**src/rtl/move_buffer_pkg.sv**
```systemverilog
// move_buffer_pkg: shared constants for the move segment buffer.
//   MB_DEPTH      - number of segment entries (power of two, 2..16)
//   MB_DEPTH_BITS - log2(MB_DEPTH), pointer index width
//   MB_WORD_W     - width of the duration/increment/incinc fields
//   segment_t     - one complete move segment, packed
package move_buffer_pkg;

  localparam int MB_DEPTH      = 4;
  localparam int MB_DEPTH_BITS = 2;
  localparam int MB_WORD_W     = 64;

  typedef struct packed {
    logic                 dir;
    logic [MB_WORD_W-1:0] duration;
    logic [MB_WORD_W-1:0] increment;
    logic [MB_WORD_W-1:0] incinc;
  } segment_t;

endpackage

```
**src/rtl/move_buffer_if.sv**
```systemverilog
// move_buffer_if: producer/consumer handshake and status bundle of the
// move segment buffer.
//   wr_*            - producer side (valid/ready plus segment fields)
//   rd_*            - consumer side (valid/ready plus head segment fields)
//   flush           - discard all queued segments
//   level/overflow  - occupancy and sticky write-while-full flag
//   clear_overflow  - clears the sticky flag
// Modports: slave = the buffer, master = the surrounding logic.
interface move_buffer_if
  import move_buffer_pkg::*;
#(
  parameter int WORD_W     = MB_WORD_W,
  parameter int DEPTH_BITS = MB_DEPTH_BITS
);

  logic              wr_valid;
  logic              wr_ready;
  logic              wr_dir;
  logic [WORD_W-1:0] wr_duration;
  logic [WORD_W-1:0] wr_increment;
  logic [WORD_W-1:0] wr_incinc;

  logic              rd_valid;
  logic              rd_ready;
  logic              rd_dir;
  logic [WORD_W-1:0] rd_duration;
  logic [WORD_W-1:0] rd_increment;
  logic [WORD_W-1:0] rd_incinc;

  logic                  flush;
  logic [DEPTH_BITS:0]   level;
  logic                  overflow;
  logic                  clear_overflow;

  modport slave (
    input  wr_valid, wr_dir, wr_duration, wr_increment, wr_incinc,
    output wr_ready,
    output rd_valid, rd_dir, rd_duration, rd_increment, rd_incinc,
    input  rd_ready,
    input  flush, clear_overflow,
    output level, overflow
  );

  modport master (
    output wr_valid, wr_dir, wr_duration, wr_increment, wr_incinc,
    input  wr_ready,
    input  rd_valid, rd_dir, rd_duration, rd_increment, rd_incinc,
    output rd_ready,
    output flush, clear_overflow,
    input  level, overflow
  );

endinterface

```
**src/rtl/move_buffer.sv**
```systemverilog
// move_buffer: first-word-fall-through FIFO of coordinated-move segments
// between the SPI command decoder and the DDA step executor.
// Ports:
//   CLK   - system clock
//   reset - asynchronous, active-high reset
//   bus   - move_buffer_if.slave: write handshake, read handshake with the
//           head segment presented combinationally, flush, level,
//           sticky overflow and its clear.
module move_buffer
  import move_buffer_pkg::*;
#(
  parameter int DEPTH      = MB_DEPTH,
  parameter int DEPTH_BITS = MB_DEPTH_BITS,
  parameter int WORD_W     = MB_WORD_W
) (
  input  logic               CLK,
  input  logic               reset,
  move_buffer_if.slave       bus
);

  localparam logic [DEPTH_BITS:0] PTR_ONE = {{DEPTH_BITS{1'b0}}, 1'b1};

  logic [DEPTH_BITS:0] wr_ptr_q, wr_ptr_d;
  logic [DEPTH_BITS:0] rd_ptr_q, rd_ptr_d;
  logic [DEPTH_BITS:0] level_q, level_d;
  logic                overflow_q, overflow_d;

  logic              mem_dir [DEPTH];
  logic [WORD_W-1:0] mem_dur [DEPTH];
  logic [WORD_W-1:0] mem_inc [DEPTH];
  logic [WORD_W-1:0] mem_ii  [DEPTH];

  logic [DEPTH_BITS-1:0] wr_idx, rd_idx;
  logic                  empty, full, push, pop;

  assign wr_idx = wr_ptr_q[DEPTH_BITS-1:0];
  assign rd_idx = rd_ptr_q[DEPTH_BITS-1:0];

  // Extra wrap bit distinguishes full from empty when the indices match.
  assign empty = (wr_ptr_q == rd_ptr_q);
  assign full  = (wr_idx == rd_idx) && (wr_ptr_q[DEPTH_BITS] != rd_ptr_q[DEPTH_BITS]);

  // Handshake readiness comes only from registered pointers.
  assign bus.wr_ready = !full;
  assign bus.rd_valid = !empty;

  assign push = bus.wr_valid && !full;
  assign pop  = bus.rd_ready && !empty;

  always_comb begin
    wr_ptr_d   = wr_ptr_q;
    rd_ptr_d   = rd_ptr_q;
    level_d    = level_q;
    overflow_d = overflow_q;

    if (bus.flush) begin
      rd_ptr_d = wr_ptr_q;
      level_d  = '0;
    end else begin
      if (push) wr_ptr_d = wr_ptr_q + PTR_ONE;
      if (pop)  rd_ptr_d = rd_ptr_q + PTR_ONE;
      if (push && !pop)      level_d = level_q + PTR_ONE;
      else if (pop && !push) level_d = level_q - PTR_ONE;
    end

    // Set wins over clear so a coinciding overflow is never lost.
    if (bus.clear_overflow)      overflow_d = 1'b0;
    if (bus.wr_valid && full)    overflow_d = 1'b1;
  end

  always_ff @(posedge CLK or posedge reset) begin
    if (reset) begin
      wr_ptr_q   <= '0;
      rd_ptr_q   <= '0;
      level_q    <= '0;
      overflow_q <= 1'b0;
    end else begin
      wr_ptr_q   <= wr_ptr_d;
      rd_ptr_q   <= rd_ptr_d;
      level_q    <= level_d;
      overflow_q <= overflow_d;
    end
  end

  // Storage is deliberately not reset; validity is tracked by the pointers.
  always_ff @(posedge CLK) begin
    if (push && !bus.flush) begin
      mem_dir[wr_idx] <= bus.wr_dir;
      mem_dur[wr_idx] <= bus.wr_duration;
      mem_inc[wr_idx] <= bus.wr_increment;
      mem_ii[wr_idx]  <= bus.wr_incinc;
    end
  end

  // Head fields read as zero when empty so stale entries never leak out.
  assign bus.rd_dir       = empty ? 1'b0 : mem_dir[rd_idx];
  assign bus.rd_duration  = empty ? '0   : mem_dur[rd_idx];
  assign bus.rd_increment = empty ? '0   : mem_inc[rd_idx];
  assign bus.rd_incinc    = empty ? '0   : mem_ii[rd_idx];

  assign bus.level    = level_q;
  assign bus.overflow = overflow_q;

endmodule

```
**src/flat_wrapper.sv**
```systemverilog
// flat-port wrapper written by rule: the top's interface ports become plain ports
module move_buffer_flat import move_buffer_pkg::*;
#(
  parameter int DEPTH      = MB_DEPTH,
  parameter int DEPTH_BITS = MB_DEPTH_BITS,
  parameter int WORD_W     = MB_WORD_W
)
  (CLK, reset, bus_wr_valid, bus_wr_dir, bus_wr_duration, bus_wr_increment, bus_wr_incinc, bus_wr_ready, bus_rd_valid, bus_rd_dir, bus_rd_duration, bus_rd_increment, bus_rd_incinc, bus_rd_ready, bus_flush, bus_clear_overflow, bus_level, bus_overflow);
  move_buffer_if #(.WORD_W(WORD_W), .DEPTH_BITS(DEPTH_BITS)) bus_i ();
  input  logic CLK;
  input  logic reset;
  input wire logic [$bits(bus_i.wr_valid)-1:0] bus_wr_valid;
  input wire logic [$bits(bus_i.wr_dir)-1:0] bus_wr_dir;
  input wire logic [$bits(bus_i.wr_duration)-1:0] bus_wr_duration;
  input wire logic [$bits(bus_i.wr_increment)-1:0] bus_wr_increment;
  input wire logic [$bits(bus_i.wr_incinc)-1:0] bus_wr_incinc;
  output wire logic [$bits(bus_i.wr_ready)-1:0] bus_wr_ready;
  output wire logic [$bits(bus_i.rd_valid)-1:0] bus_rd_valid;
  output wire logic [$bits(bus_i.rd_dir)-1:0] bus_rd_dir;
  output wire logic [$bits(bus_i.rd_duration)-1:0] bus_rd_duration;
  output wire logic [$bits(bus_i.rd_increment)-1:0] bus_rd_increment;
  output wire logic [$bits(bus_i.rd_incinc)-1:0] bus_rd_incinc;
  input wire logic [$bits(bus_i.rd_ready)-1:0] bus_rd_ready;
  input wire logic [$bits(bus_i.flush)-1:0] bus_flush;
  input wire logic [$bits(bus_i.clear_overflow)-1:0] bus_clear_overflow;
  output wire logic [$bits(bus_i.level)-1:0] bus_level;
  output wire logic [$bits(bus_i.overflow)-1:0] bus_overflow;
  assign bus_i.wr_valid = bus_wr_valid;
  assign bus_i.wr_dir = bus_wr_dir;
  assign bus_i.wr_duration = bus_wr_duration;
  assign bus_i.wr_increment = bus_wr_increment;
  assign bus_i.wr_incinc = bus_wr_incinc;
  assign bus_wr_ready = bus_i.wr_ready;
  assign bus_rd_valid = bus_i.rd_valid;
  assign bus_rd_dir = bus_i.rd_dir;
  assign bus_rd_duration = bus_i.rd_duration;
  assign bus_rd_increment = bus_i.rd_increment;
  assign bus_rd_incinc = bus_i.rd_incinc;
  assign bus_i.rd_ready = bus_rd_ready;
  assign bus_i.flush = bus_flush;
  assign bus_i.clear_overflow = bus_clear_overflow;
  assign bus_level = bus_i.level;
  assign bus_overflow = bus_i.overflow;
  move_buffer #(.DEPTH(DEPTH), .DEPTH_BITS(DEPTH_BITS), .WORD_W(WORD_W)) u_core (.CLK(CLK), .reset(reset), .bus(bus_i));
endmodule
```
**config.mk**
```make
export PLATFORM = sky130hd
export DESIGN_NAME = move_buffer_flat
export DESIGN_NICKNAME = d
export VERILOG_FILES = /design/src/rtl/move_buffer_pkg.sv /design/src/rtl/move_buffer_if.sv /design/src/rtl/move_buffer.sv /design/src/flat_wrapper.sv
export SDC_FILE = /design/constraint.sdc
export NUM_CORES = 1
export LEC_CHECK = 0
export CAP_MARGIN = 20
export CORE_MARGIN = 3
export CORE_UTILIZATION = 52
export DETAILED_ROUTE_END_ITERATION = 10
export DONT_BUFFER_PORTS = 1
export MAX_ROUTING_LAYER = met4
export PLACE_DENSITY = 0.66
export SYNTH_ARGS = -nofsm -noshare
export SYNTH_HDL_FRONTEND = slang
export SYNTH_SLANG_ARGS = --single-unit
```
**constraint.sdc**
```tcl
create_clock -name CLK -period 13.1 [get_ports CLK]
set_input_delay 1.965 -clock CLK [delete_from_list [all_inputs] [get_ports CLK]]
set_output_delay 1.965 -clock CLK [all_outputs]
set_load 0.01 [all_outputs]
```
# Word level (Yosys, flattened, before mapping)
# Memories as Yosys holds them, arrays and structs flattened.
# Index checks and enable logic that the tools add are counted.
dict set report word_totals {
  reg_bits 10
  ramBits 772
  inputBits 199
  output_inout_bits 199
  word_cells 45
  n_memories 4
}
dict set report classes {
  addsub 4
  eq_ne 3
  mux 13
  bitwise 1
  reduce_logical 16
}
# memory words word_bits read_ports rd_ports_with_merged_regs wr line
set memory_table {}
lappend memory_table {u_core.mem_dur 4 64 1 0 1 move_buffer.sv:29} ;# logic [WORD_W-1:0] mem_dur [DEPTH];
lappend memory_table {u_core.mem_ii 4 64 1 0 1 move_buffer.sv:31} ;# logic [WORD_W-1:0] mem_ii [DEPTH];
lappend memory_table {u_core.mem_inc 4 64 1 0 1 move_buffer.sv:30} ;# logic [WORD_W-1:0] mem_inc [DEPTH];
lappend memory_table {u_core.mem_dir 4 1 1 0 1 move_buffer.sv:28} ;# logic mem_dir [DEPTH];
# cell n
set ops {}
lappend ops {{2-to-1 mux 64 bit} 3}
lappend ops {{2-to-1 mux 3 bit} 5}
lappend ops {{adder 3 x 1 -> 3 bit (second input constant)} 3}
lappend ops {{logical AND 1 bit} 7}
lappend ops {{logical NOT 1 bit} 5}
lappend ops {{2-to-1 mux 1 bit} 5}
lappend ops {{nonzero test 2 bit} 2}
lappend ops {{equality test 3 bit} 1}
lappend ops {{nonzero test 3 bit} 1}
lappend ops {{subtractor 3 x 1 -> 3 bit (second input constant)} 1}
lappend ops {{equality test 2 bit} 1}
lappend ops {{AND reduction 2 bit} 1}
lappend ops {{inequality test 1 bit} 1}
lappend ops {{NOT 1 bit} 1}

# Logic depth before layout (Yosys ltp)
dict set report logic_depth {
  word_depth 9
  ltp_mapped 8
  depth_no_buf 7
}

# Least setup slack after synthesis
# No wires, ideal clock.
dict set report synth_path {
  path_kind {input-to-reg}
  startpoint {input port bus_flush}
  endpoint {memory u_core.mem_dir[3], enable pin}
  setup_ns 0.579
  arrival_time_ns 7.017
  required_time_ns 12.521
  path_slack_ns 5.505
  cell_stages 3
  n_path_buf 1
  cell_sequence {clkbuf_1 > a211oi_2 > and2_1}
}
dict set report synth_between {
  elab_chain_len 4
}
# element line
set synth_rtl {}
lappend synth_rtl {{start: declaration} flat_wrapper.sv:24} ;# input wire logic [$bits(bus_i.flush)-1:0] bus_flush;
lappend synth_rtl {{logical NOT 1 bit} move_buffer.sv:87} ;# if (push && !bus.flush) begin
lappend synth_rtl {{logical AND 1 bit} move_buffer.sv:87}
lappend synth_rtl {{2-to-1 mux 1 bit} move_buffer.sv:87}
lappend synth_rtl {{2-to-1 mux 1 bit (implied by the code)} move_buffer.sv:88} ;# mem_dir[wr_idx] <= bus.wr_dir;
lappend synth_rtl {{end: declaration} move_buffer.sv:28}
# Every way passes these cells.

# Final worst setup path
dict set report layout_path {
  startpoint {register u_core.rd_ptr_q[0]}
  endpoint {output port bus_rd_duration[11]}
}
dict set report layout_between {
  elab_chain_len 2
  word_cells_on_any_way 3
  classes_between {eq/ne (1); mux (1); memory (1)}
}
# element line
set layout_rtl {}
lappend layout_rtl {{start: declaration} move_buffer.sv:24} ;# logic [DEPTH_BITS:0] rd_ptr_q, rd_ptr_d;
lappend layout_rtl {{start signal: assignment} move_buffer.sv:79} ;# rd_ptr_q <= rd_ptr_d;
lappend layout_rtl {{memory read (4 x 64 bit) or equality test 3 bit (tied branches)} -}
lappend layout_rtl {{2-to-1 mux 64 bit *} move_buffer.sv:97} ;# assign bus.rd_duration = empty ? '0 : mem_dur[rd_idx];
lappend layout_rtl {{end: declaration} flat_wrapper.sv:20} ;# output wire logic [$bits(bus_i.rd_duration)-1:0] bus_rd_duration;
# Every way passes the cells marked *; elsewhere a longest branch is shown, timed or not.

==> run metrics <==
CTS tree done; Top cell by count, worst path buf_4; TritonCTS Buffers 80; critical-path cell list buf_4 -> buf_4 -> mux4_2 -> and2_1; sw frac 30.8%; Reg clk slew, reported paths 0.06 ns; Layout area overhead 11.2%; initial antenna violation count 1; unique cell type count in the Yosys netlist 33; postcts setup bufs 0; slew margin rel. 29.0%; n_diodes 0; largest net degree at the start of global routing 100; CP arrival 4.13 ns; number of global-route vias before repair 13100; Syn Inst Count 1301; Hold Path Class reg2reg; Clock Tree Buf Depth 3; area of the multi-input gates 6010 um2; Final WS setup 7.00 ns; initial core utilization 52.7%; Startpoint Class flip-flop; leading cell types by count after synthesis edfxtp_1, and2_1, mux4_2; ys flop type edfxtp_1; async set or reset register ratio after synthesis 1.28%; drt initial violations 717; Skew-Pair Late Insertion Delay 0.60 ns; Tot Pwr 7.58 mW; Routed Antenna Nets 0; die area 60100 um2; Setup CP Type reg2out; average cell area after synthesis 22.9 um2; Final #Nets 1540; global-route wire length before repair 84800 um; core area 56500 um2; top-count cell post-synth edfxtp_1; Fin Setup TNS 0 ns; total gr overflow 0; design area 33100 um2; Seq/Total Area, Yosys 78.8%; clock skew 0.0255 ns; Int Pwr 5.24 mW; worst slew pin tran 1.06 ns; Yosys top cell area share 77.9%; share of cells above drive strength 1 24.4%; boundary pin count 398; fin crit period 6.10 ns; maximum vdd drop 0.000142 V; element type at the critical path end primary output; DR pass1 iterations 5; Die X 245 um; Synth area leaders edfxtp_1, mux4_2, and2_1, dfrtp_1, clkbuf_1; post_cts resized 0; hold buffers post-CTS 0; peak per-stage delay on the critical path 0.90 ns; Final Max Tran Viols 0; P per Cell Area 229 nW/um2; clock share of power 28.5%; WP data required 11.14 ns; Vias 12500; CTS H-tree lvls 3; Comb power frac 29.0%; Max Cap Viol 0; Synth Cell Area 29800 um2; CP max-delay cell dfrtp_4; crit-path max FO 47; vias per inst 5.80; RSZ-0062 raised after global routing no; Buffers on Ports 0; DR DRC count 0; yosys warns 0; FP Rows 87; status completed; leakage 10.3 nW; Place WS 7.45 ns; Post-synth EDFFs 772; global placement routability congestion 0.729; total wire length 56600 um; Die Ht 245 um; flip-flop and latch count after synthesis 782; switching pwr 2.34 mW; final worst-path cycle share 46.5%; HPWL after DPL 33300 um; Filler cells 3950; Hold Vio Cnt, Final 0; sequential share of power 42.5%; placed cell area 30600 um2; clk root buf clkbuf_16; cell taking the most area after synthesis edfxtp_1; CTS sink cnt 782; per-cell routed wire length 26.3 um; FF/Latch Area 23400 um2; fmax 164 MHz; Synthesized Nets 1506; Total GRT Usage 19.7%; Final setup viols 0
## state kept, by name (all words and copies together) (netlist names)
register	cells
u_core.mem_dir	4
u_core.mem_ii	256
u_core.bus.overflow	1
u_core.bus.level	3
u_core.mem_dur	256
u_core.mem_inc	256
u_core.wr_ptr_q	3
u_core.rd_ptr_q	3
## cells by family (layout without fill, tap and decap cells)
logic type,after synthesis,in the layout,synth area share [%]
and+or+nand+nor,216,216,4.45
AOI/OAI and AO/OA,17,17,0.471
adders and majority gates,6,6,0.278
muxes,195,195,14.7
xor gates and xnor gates,9,9,0.290
DFF,782,782,78.8
buffers and inverters,76,172,1.08
## layout by cell type (no fill, tap or decap), types with 9 or more instances in the layout
master,n
buf_4,19
clkbuf_16,83
mux4_2,193
clkbuf_1,16
edfxtp_1,772
clkinv_1,15
clkinv_2,16
and2_1,193
nand2_1,9
inv_1,9
## final timing paths
kind                       cells past startpoint  slack (ns)                     to          startpoint
max reg2reg                                    6        8.40  u_core.mem_dur[1][32]  u_core.rd_ptr_q[1]
max                                            4        7.00    bus_rd_duration[11]  u_core.rd_ptr_q[0]
min in group asynchronous                      1        1.23    u_core.bus.overflow               reset
min                                            1        0.55     u_core.wr_ptr_q[2]  u_core.wr_ptr_q[2]
max in group asynchronous                      1       11.54     u_core.rd_ptr_q[0]               reset
min reg2reg                                    1        0.55     u_core.wr_ptr_q[2]  u_core.wr_ptr_q[2]
## layout make-up
| cell class | instances | share of cell area [%] |
|---|---|---|
| Inverter | 9 | 0.102 |
| Sequential cell | 782 | 70.8 |
| Multi-Input combinational cell | 443 | 18.2 |
| Tap cell | 756 | 2.86 |
| Clock buffer | 101 | 6.54 |
| Timing Repair Buffer | 19 | 0.431 |
| Clock inverter | 43 | 1.04 |
## critical path, delay by kind of cell (launching register included)
kind	cells	cell delay [ns]
buffers and inverters	2	1.67
DFF	1	0.90
muxes	1	0.63
and+or+nand+nor	1	0.22
## metrics by stage
stage	hold slack [ns]	utilization [%]	std cells
floorplan	0.512	-	1301
global placement	0.529	54.1	2009
detailed placement	0.537	54.1	2009
CTS	0.554	58.6	2153
global route	0.589	58.6	2153
finish	0.551	58.6	2153
## power by group through the flow
stage | clock, mW | sequential (mW) | combinational [mW]
floorplan | 0 | 3.24 | 1.81
global placement | 0 | 3.26 | 2.26
detailed placement | 0 | 3.28 | 2.26
CTS | 2.21 | 3.23 | 2.27
global route | 2.31 | 3.25 | 2.39
finish | 2.16 | 3.22 | 2.20
## layer usage
| layer | global-route usage, % | share of wire [%] | wire, um | vias up |
|---|---|---|---|---|
| met2 | 30.1 | 49 | 27800 | 432 |
| met3 | 7.88 | 10 | 5880 | 88 |
| li1 | - | - | - | 5394 |
| met1 | 24.6 | 38 | 21800 | 6564 |
| met4 | 5.70 | 2.1 | 1170 | 0 |
| met5 | - | 0 | 0 | - |
Note: power is estimated with default switching activity, not from simulation.
